===== src/rtl/parking_pkg.sv =====
// Shared types and widths for the parking occupancy controller.
// Latency: none (declarations only).
// Backpressure: not applicable.
package parking_pkg;

  localparam int OCC_W = 8;

  // Encoding matches the adder's sel input: 0 adds, 1 subtracts.
  typedef enum logic {
    ADD = 1'b0,
    SUB = 1'b1
  } op_t;

  typedef enum logic [1:0] {
    IDLE   = 2'd0,
    CALC   = 2'd1,
    COMMIT = 2'd2
  } state_t;

endpackage


===== src/rtl/parking_occupancy_ctrl_if.sv =====
// Sensor request / gate pulse / display status bundle for the occupancy controller.
// Latency: none (wiring only).
// Backpressure: none; requests are levels, responses are one-cycle pulses.
interface parking_occupancy_ctrl_if;
  import parking_pkg::*;

  logic             entry_req;
  logic             exit_req;
  logic             entry_grant;
  logic             exit_grant;
  logic             entry_reject;
  logic             exit_reject;
  logic [OCC_W-1:0] count;
  logic             full;
  logic             empty;
  logic             busy;
  logic             ovf_err;

  // Sensor side: drives the request levels, observes pulses and status.
  modport master (
    output entry_req, exit_req,
    input  entry_grant, exit_grant, entry_reject, exit_reject,
    input  count, full, empty, busy, ovf_err
  );

  // Controller side.
  modport slave (
    input  entry_req, exit_req,
    output entry_grant, exit_grant, entry_reject, exit_reject,
    output count, full, empty, busy, ovf_err
  );

endinterface


===== src/rtl/adder_sub_8bit.sv =====
// 8-bit adder/subtractor: Z = A + B (sel=0) or A - B (sel=1), Cout is the carry out.
// Latency: combinational.
// Backpressure: none.
module adder_sub_8bit
  import parking_pkg::*;
(
  input  logic [OCC_W-1:0] A,
  input  logic [OCC_W-1:0] B,
  input  logic             sel,
  output logic [OCC_W-1:0] Z,
  output logic             Cout
);

  logic [OCC_W:0] sum;

  // Two's-complement subtract: invert B and inject sel as the carry in.
  assign sum = {1'b0, A} + {1'b0, B ^ {OCC_W{sel}}} + {{OCC_W{1'b0}}, sel};
  assign Z    = sum[OCC_W-1:0];
  assign Cout = sum[OCC_W];

endmodule


===== src/rtl/parking_occupancy_ctrl.sv =====
// Entry/exit request edges -> +/-1 on the occupancy count through one shared adder.
// Latency: accepted op grants 3 cycles after the pending bit sets; reject/paired grant after 1.
// Backpressure: none; one pending request per direction is held while busy, extra rises merge.
module parking_occupancy_ctrl
  import parking_pkg::*;
#(
  parameter int CAPACITY = 200
) (
  input  logic                      clk,
  input  logic                      rst_n,
  parking_occupancy_ctrl_if.slave   bus
);

  localparam logic [OCC_W-1:0] CAP_V = OCC_W'(CAPACITY);

  state_t           state_q, state_d;
  op_t              op_q, op_d;
  logic             entry_q, exit_q;
  logic             pend_in, pend_out;
  logic             clr_in, clr_out;
  logic             rise_in, rise_out;
  logic [OCC_W-1:0] count_q, next_count_q;
  logic             ovf_q;
  logic             entry_grant_q, exit_grant_q, entry_reject_q, exit_reject_q;
  logic             entry_grant_d, exit_grant_d, entry_reject_d, exit_reject_d;
  logic             full, empty;
  logic [OCC_W-1:0] add_z;
  logic             add_cout;

  assign full     = (count_q == CAP_V);
  assign empty    = (count_q == '0);
  assign rise_in  = bus.entry_req & ~entry_q;
  assign rise_out = bus.exit_req  & ~exit_q;

  // Operands stay stable across CALC and COMMIT: count only moves on the COMMIT edge.
  adder_sub_8bit u_adder (
    .A    (count_q),
    .B    (8'd1),
    .sel  (op_q),
    .Z    (add_z),
    .Cout (add_cout)
  );

  // Edge detect and single-deep pending bits; a rise on the clearing edge still lands.
  always_ff @(posedge clk or negedge rst_n) begin
    if (!rst_n) begin
      entry_q  <= 1'b0;
      exit_q   <= 1'b0;
      pend_in  <= 1'b0;
      pend_out <= 1'b0;
    end else begin
      entry_q  <= bus.entry_req;
      exit_q   <= bus.exit_req;
      pend_in  <= (pend_in  & ~clr_in)  | rise_in;
      pend_out <= (pend_out & ~clr_out) | rise_out;
    end
  end

  // FSM state and latched operation.
  always_ff @(posedge clk or negedge rst_n) begin
    if (!rst_n) begin
      state_q <= IDLE;
      op_q    <= ADD;
    end else begin
      state_q <= state_d;
      op_q    <= op_d;
    end
  end

  // Next state and pulse decisions; a paired entry+exit nets to zero and skips the adder.
  always_comb begin
    state_d        = state_q;
    op_d           = op_q;
    clr_in         = 1'b0;
    clr_out        = 1'b0;
    entry_grant_d  = 1'b0;
    exit_grant_d   = 1'b0;
    entry_reject_d = 1'b0;
    exit_reject_d  = 1'b0;
    case (state_q)
      IDLE: begin
        if (pend_in && pend_out) begin
          entry_grant_d = 1'b1;
          exit_grant_d  = 1'b1;
          clr_in        = 1'b1;
          clr_out       = 1'b1;
        end else if (pend_out) begin
          clr_out = 1'b1;
          if (empty) begin
            exit_reject_d = 1'b1;
          end else begin
            op_d    = SUB;
            state_d = CALC;
          end
        end else if (pend_in) begin
          clr_in = 1'b1;
          if (full) begin
            entry_reject_d = 1'b1;
          end else begin
            op_d    = ADD;
            state_d = CALC;
          end
        end
      end
      CALC: begin
        state_d = COMMIT;
      end
      COMMIT: begin
        state_d       = IDLE;
        entry_grant_d = (op_q == ADD);
        exit_grant_d  = (op_q == SUB);
      end
      default: begin
        state_d = IDLE;
      end
    endcase
  end

  // Datapath: capture the adder result in CALC, publish it in COMMIT; carry on add is sticky.
  always_ff @(posedge clk or negedge rst_n) begin
    if (!rst_n) begin
      count_q      <= '0;
      next_count_q <= '0;
      ovf_q        <= 1'b0;
    end else begin
      if (state_q == CALC) begin
        next_count_q <= add_z;
        if (op_q == ADD && add_cout) begin
          ovf_q <= 1'b1;
        end
      end
      if (state_q == COMMIT) begin
        count_q <= next_count_q;
      end
    end
  end

  // Registered one-cycle gate pulses.
  always_ff @(posedge clk or negedge rst_n) begin
    if (!rst_n) begin
      entry_grant_q  <= 1'b0;
      exit_grant_q   <= 1'b0;
      entry_reject_q <= 1'b0;
      exit_reject_q  <= 1'b0;
    end else begin
      entry_grant_q  <= entry_grant_d;
      exit_grant_q   <= exit_grant_d;
      entry_reject_q <= entry_reject_d;
      exit_reject_q  <= exit_reject_d;
    end
  end

  assign bus.entry_grant  = entry_grant_q;
  assign bus.exit_grant   = exit_grant_q;
  assign bus.entry_reject = entry_reject_q;
  assign bus.exit_reject  = exit_reject_q;
  assign bus.count        = count_q;
  assign bus.full         = full;
  assign bus.empty        = empty;
  assign bus.busy         = (state_q != IDLE);
  assign bus.ovf_err      = ovf_q;

endmodule

===== src/flat_wrapper.sv =====
// flat-port wrapper written by rule: the top's interface ports become plain ports
module parking_occupancy_ctrl_flat import parking_pkg::*;
#(
  parameter int CAPACITY = 200
)
  (clk, rst_n, bus_entry_req, bus_exit_req, bus_entry_grant, bus_exit_grant, bus_entry_reject, bus_exit_reject, bus_count, bus_full, bus_empty, bus_busy, bus_ovf_err);
  parking_occupancy_ctrl_if bus_i ();
  input  logic clk;
  input  logic rst_n;
  input wire logic [$bits(bus_i.entry_req)-1:0] bus_entry_req;
  input wire logic [$bits(bus_i.exit_req)-1:0] bus_exit_req;
  output wire logic [$bits(bus_i.entry_grant)-1:0] bus_entry_grant;
  output wire logic [$bits(bus_i.exit_grant)-1:0] bus_exit_grant;
  output wire logic [$bits(bus_i.entry_reject)-1:0] bus_entry_reject;
  output wire logic [$bits(bus_i.exit_reject)-1:0] bus_exit_reject;
  output wire logic [$bits(bus_i.count)-1:0] bus_count;
  output wire logic [$bits(bus_i.full)-1:0] bus_full;
  output wire logic [$bits(bus_i.empty)-1:0] bus_empty;
  output wire logic [$bits(bus_i.busy)-1:0] bus_busy;
  output wire logic [$bits(bus_i.ovf_err)-1:0] bus_ovf_err;
  assign bus_i.entry_req = bus_entry_req;
  assign bus_i.exit_req = bus_exit_req;
  assign bus_entry_grant = bus_i.entry_grant;
  assign bus_exit_grant = bus_i.exit_grant;
  assign bus_entry_reject = bus_i.entry_reject;
  assign bus_exit_reject = bus_i.exit_reject;
  assign bus_count = bus_i.count;
  assign bus_full = bus_i.full;
  assign bus_empty = bus_i.empty;
  assign bus_busy = bus_i.busy;
  assign bus_ovf_err = bus_i.ovf_err;
  parking_occupancy_ctrl #(.CAPACITY(CAPACITY)) u_core (.clk(clk), .rst_n(rst_n), .bus(bus_i));
endmodule

===== config.mk =====
export PLATFORM = sky130hd
export DESIGN_NAME = parking_occupancy_ctrl_flat
export DESIGN_NICKNAME = d
export VERILOG_FILES = /design/src/rtl/parking_pkg.sv /design/src/rtl/parking_occupancy_ctrl_if.sv /design/src/rtl/adder_sub_8bit.sv /design/src/rtl/parking_occupancy_ctrl.sv /design/src/flat_wrapper.sv
export SDC_FILE = /design/constraint.sdc
export NUM_CORES = 1
export LEC_CHECK = 0
export ABC_AREA = 1
export CAP_MARGIN = 25
export CORE_MARGIN = 2
export CORE_UTILIZATION = 48
export DETAILED_ROUTE_END_ITERATION = 16
export PLACE_DENSITY_LB_ADDON = 0.3
export SLEW_MARGIN = 30
export SYNTH_ARGS = -nofsm -noshare
export SYNTH_HDL_FRONTEND = slang
export SYNTH_SLANG_ARGS = --single-unit

===== constraint.sdc =====
create_clock -name clk -period 1.6 [get_ports clk]
set_input_delay 0.24 -clock clk [delete_from_list [all_inputs] [get_ports clk]]
set_output_delay 0.24 -clock clk [all_outputs]
set_load 0.01 [all_outputs]

-- Yosys cells after proc, flatten, opt, wreduce, memory -nomap -nowiden
Cells that the tools add are included.
- $add $sub $neg: 2
- equal/unequal tests: 9
- multiplexer cells: 29
- bitwise operators: 12
- reductions and logical operators: 9
- operators with widths (operator ; number):
    1-bit 2-to-1 mux ; 21
    2-bit 2-to-1 mux ; 5
    8-bit by 8-bit adder with 9-bit output ; 1
    9-bit by 1-bit adder with 9-bit output ; 1
    8-bit == test (second input constant) ; 1
    8-bit logical NOT ; 1
    1-bit NOT ; 6
    5-bit AND reduction ; 1
    1-bit AND ; 4
    2-bit != test (second input constant) ; 2
    1-bit one-hot mux with 2 select lines ; 2
    2-bit one-hot mux with 2 select lines ; 1
    4-bit AND reduction ; 1
    2-bit nonzero test ; 2
    3-bit by 1-bit != test with 1-bit output (second input constant) ; 1
    3-bit by 2-bit != test with 1-bit output (second input constant) ; 1
    3-bit != test (second input constant) ; 1
    2-bit by 1-bit == test with 1-bit output (second input constant) ; 1
    2-bit == test (second input constant) ; 1
    1-bit logical AND ; 2
    2-bit logical NOT ; 1
    2-bit by 1-bit != test with 1-bit output (second input constant) ; 1
    1-bit OR ; 2
    2-bit AND reduction ; 1
- flip-flop bits (word level): 28
- output and inout bits: 16
- word-level logic and storage cells: 74

-- Logic depth before layout (Yosys ltp)
Gate-level depths: netlist of the first run.
- depth after elaboration: 7
- gate-level depth with buffers: 11

-- By module
A second synthesis of the first run with hierarchy kept.
- cell total of the unflattened synthesis: 190
- area, all modules: 1634.1 um^2
- by module, submodules not included (module ; times used ; cells each ; area each (um^2) ; seq. area each (um^2)):
    parking_occupancy_ctrl ; 1 ; 117 ; 1182.4 ; 700.7
    adder_sub_8bit ; 1 ; 73 ; 451.7 ; 0.0

-- Worst setup path before layout of the first run
OpenSTA, ideal clock, no wires.
- path kind: register to register
- from: register u_core.op_q
- to: register u_core.next_count_q[6]
- setup time: 0.117 ns
- arrival time: 1.449 ns
- data required time: 1.483 ns
- slack: 0.034 ns
- stages on the path, launching flop included: 7
- path buffers: 0
- path through: dfrtp_1 ha_1 or2_2 nand3b_1 nand3b_1 nand3_1 nand2_1
- longest elaborated chain between the ends: 3
- RTL lines (element ; line ; text):
    from (decl) ; parking_occupancy_ctrl.sv:17 ; op_t op_q, op_d;
    from (signal assigned) ; parking_occupancy_ctrl.sv:66 ; op_q <= op_d;
    1-bit NOT (no line) ; - ;
    8-bit by 8-bit adder with 9-bit output ; adder_sub_8bit.sv:17 ; assign sum = {1'b0, A} + {1'b0, B ^ {OCC_W{sel}}} + {{OCC_W{1'b0}}, sel};
    9-bit by 1-bit adder with 9-bit output (*) ; adder_sub_8bit.sv:17 ;
    to (signal assigned) ; parking_occupancy_ctrl.sv:127 ; next_count_q <= add_z;
    to (decl) ; parking_occupancy_ctrl.sv:22 ; logic [OCC_W-1:0] count_q, next_count_q;
Mark *: on every way between the ends. The rest lies on a longest branch, timed or not.
A chain may end at the register's enable or synchronous reset.

-- Worst setup path in the final report of the first run
- from: register u_core.count_q[1] (netlist: u_core.bus.count[1])
- to: register u_core.next_count_q[6]
- longest elaborated chain between the ends: 2
- RTL lines (element ; line ; text):
    from (decl) ; parking_occupancy_ctrl.sv:22 ;
    from (signal assigned) ; parking_occupancy_ctrl.sv:133 ; count_q <= next_count_q;
    8-bit by 8-bit adder with 9-bit output ; adder_sub_8bit.sv:17 ;
    9-bit by 1-bit adder with 9-bit output ; adder_sub_8bit.sv:17 ;
No other way between the ends.

==> run summary, run 1 <==
- result of the run: complete, but fails checks
- violated checks: setup timing
- combinational cell fraction of total power: 0.657
- count of final setup violators: 1
- post-synthesis instance area: 1450 um^2
- area fraction of the dominant cell type after synthesis: 0.482
- P_sw: 2140 uW
- Antenna diodes: 0
- sequential fraction of design power: 0.249
- unrepaired setup endpoints after global routing: yes
- share of synthesized registers carrying an async set or reset: 1.00
- total power density per cell area: 2460 nW/um^2
- final layout net count: 234
- detail-routed via count per cell: 5.26
- cell types with the largest area share after synthesis: dfrtp_1 (48%), nand2_1 (13%), ha_1 (7.8%), inv_1 (6.5%), nor2_1 (4.7%)
- crit path time final: 1.62 ns
- CTS tree: yes
- Fin Setup TNS: -0.0166 ns
- hold violation total from the final report: 0
- unique cell type count in the Yosys netlist: 23
- clock net sink count: 28
- most common library cell in the layout ignoring fill and taps: nand2_1
- Post-synth EDFFs: 0
- Most used DFF post-synth: dfrtp_1
- global-route wire length before repair: 5.64 mm
- number of global-route vias before repair: 1287
- remaining global-route overflow: 0
- Initial Utilization: 0.518
- sequential share of the synthesized area: 0.482
- layout cells sized above 1: 0.247
- total chip power: 4930 uW
- required time at the worst-slack endpoint: 1.88 ns
- Pint: 2790 uW
- worst clock skew on the final layout: 0.00609 ns
- post-DP HPWL: 2.44 mm
- fin. max-slew vios: 0
- routability congestion estimate: 0.850
- antenna violations before repair: 0
- CTS root buf: clkbuf_4
- H-tree Lvls: 1
- height of the die: 59.0 um
- Die Area: 3480 um^2
- type of element launching the critical path: flip-flop
- Post-Place Setup Slack: -0.0504 ns
- DRC: 0
- slew of the pin with the lowest slew margin: 0.356 ns
- gate count of the mapped netlist: 176
- Placeable Area: 2810 um^2
- Layout Area Growth over Synthesis: 37.8%
- syn nets: 190
- Clk network pwr share: 0.094
- TritonCTS buffer count: 3
- clock transition at the registers of the reported paths: 0.15 ns
- worst hold margin: 0.259 ns
- critical path start-end classification: reg2reg
- leakage power figure: 0.00105 uW
- critical path data arrival time: 1.89 ns
- global router's overall resource usage: 0.216
- 1st-pass router iterations: 4
- number of rows in the core area: 19
- final cycle utilization of the critical path: 1.01
- Avg WL per Cell: 14.1 um
- number of input and output port buffers inserted: 19
- max_cap viols: 0
- worst path setup slack after routing: -0.0166 ns
- maximum fanout encountered on the critical timing path: 3
- largest buffer count on any clock path: 2
- count of warnings emitted by yosys: 0
- Post-CTS Hold Buffers: 0
- post-route ant nets: 0
- proportion of total power due to net switching: 0.435
- synthesized area per cell: 8.25 um^2
- total detailed-routing wirelength: 3.52 mm
- die width: 59.0 um
- initial DRC count: 52
- insertion delay to the later sink of the worst-skew pair: 0.33 ns
- maximum vdd ir drop: 1380 uV
- Yosys top cell by area: dfrtp_1
- maximum operating frequency: 0.619 GHz
- highest-count cells in the layout ignoring fill and taps: nand2_1 (44), dfrtp_1 (26), inv_1 (23)
- pin count of the biggest net entering global routing: 29
- total vias in the final route: 1314
- headroom to the max-slew limit: 0.762
- number of synthesized register bits: 28
- type of element capturing the critical path: flip-flop
- Top Ports: 20
- Hold WC Path Type: in2async
==> cell families (layout without fill, tap and decap cells) <==
kind of cell	after synthesis	after routing	synth area share
AND/OR/NAND/NOR	85	85	0.246
AO/OA/AOI/OAI	20	20	0.0732
adder cells (fa/ha/maj)	10	10	0.0913
flip-flops	28	28	0.482
multiplexers	2	2	0.0155
buffers and inverters	28	71	0.0732
XOR/XNOR	3	3	0.0181
==> per-stage QoR <==
step / std cells / utilization / cell area (um^2)
2_1_floorplan: 176 / - / 1450
3_3_place_gp: 242 / 0.643 / 1800
3_5_place_dp: 242 / 0.643 / 1800
4_1_cts: 247 / 0.676 / 1900
5_1_grt: 250 / 0.714 / 2000
6_report: 250 / 0.714 / 2000
==> power groups by stage <==
stage / sequential (uW) / combinational, uW / clock [uW]
finish: 1230 / 3240 / 463
global route: 1260 / 3620 / 498
CTS: 1200 / 2930 / 471
detailed placement: 1220 / 2790 / 0
global placement: 1200 / 2680 / 0
floorplan: 1310 / 1590 / 0
==> layer usage <==
layer,GRT usage,share of wire
met1,0.279,0.41
met2,0.357,0.53
met3,0.0240,0.031
met4,0.117,0.022
met5,0,0
==> final timing paths <==
path	startpoint	endpoint	slack [ns]	cells after the start
max in group asynchronous	rst_n	u_core.state_q[1]	1.05	2
max reg2reg	u_core.bus.count[1]	u_core.next_count_q[6]	-0.02	9
min in group clk	bus_entry_req	u_core.entry_q	0.37	1
max	u_core.bus.count[1]	u_core.next_count_q[6]	-0.02	9
min reg2reg	u_core.exit_q	u_core.pend_out	0.45	1
min	rst_n	u_core.next_count_q[0]	0.26	2
==> critical path: stages, from the launching register on <==
cell and delay (ns):
dfrtp_1 0.42, buf_6 0.13, fa_2 0.40, nand2_2 0.10, nand2_2 0.06, nand3b_1 0.15
nand2_1 0.08, nand2_1 0.07, nand3_1 0.07, nand2_1 0.08
==> synthesized netlist by cell type (3+ instances only) <==
library cell / instances
a21oi_1: 9
dfrtp_1: 28
ha_1: 9
inv_1: 25
nand2_1: 50
nand3_1: 9
nor2_1: 18
o21ai_0: 4
o21ai_1: 3
o22ai_1: 3
==> layout make-up <==
cell class / count / area (um^2)
repair buffers: 40 / 359
inverters: 27 / 101
multi-input cells: 120 / 747
clock inverters: 1 / 30.0
flip-flops and latches: 28 / 703
clock buffers: 3 / 22.5
well taps: 31 / 38.8
fillers: 228 / 803
==> sequential cells by signal, summed over array words and instances, names as in the netlist <==
signal,flops
u_core.op_q,1
u_core.bus.count,8
u_core.entry_q,1
u_core.bus.ovf_err,1
u_core.bus.exit_grant,1
u_core.bus.entry_reject,1
u_core.bus.exit_reject,1
u_core.bus.entry_grant,1
u_core.state_q,2
u_core.pend_in,1
u_core.pend_out,1
u_core.exit_q,1
u_core.next_count_q,8
==> repair_timing <==
item	4_1_cts	5_1_grt
setup endpoints to repair	12	11
setup buffers	1	3
gates resized for setup	22	25
pin swaps	2	11
No activity file was read; power rests on OpenSTA's default activity.
==> inputs of run 2 (changes only) <==
--- a/config.mk
+++ b/config.mk
@@ -10,6 +10,7 @@
 export CORE_MARGIN = 2
 export CORE_UTILIZATION = 48
 export DETAILED_ROUTE_END_ITERATION = 16
+export GPL_ROUTABILITY_DRIVEN = 0
 export PLACE_DENSITY_LB_ADDON = 0.3
 export SLEW_MARGIN = 30
 export SYNTH_ARGS = -nofsm -noshare
==> results of run 2 <==
Same layout as run 1: the final DEF is identical, and so are final timing and power.
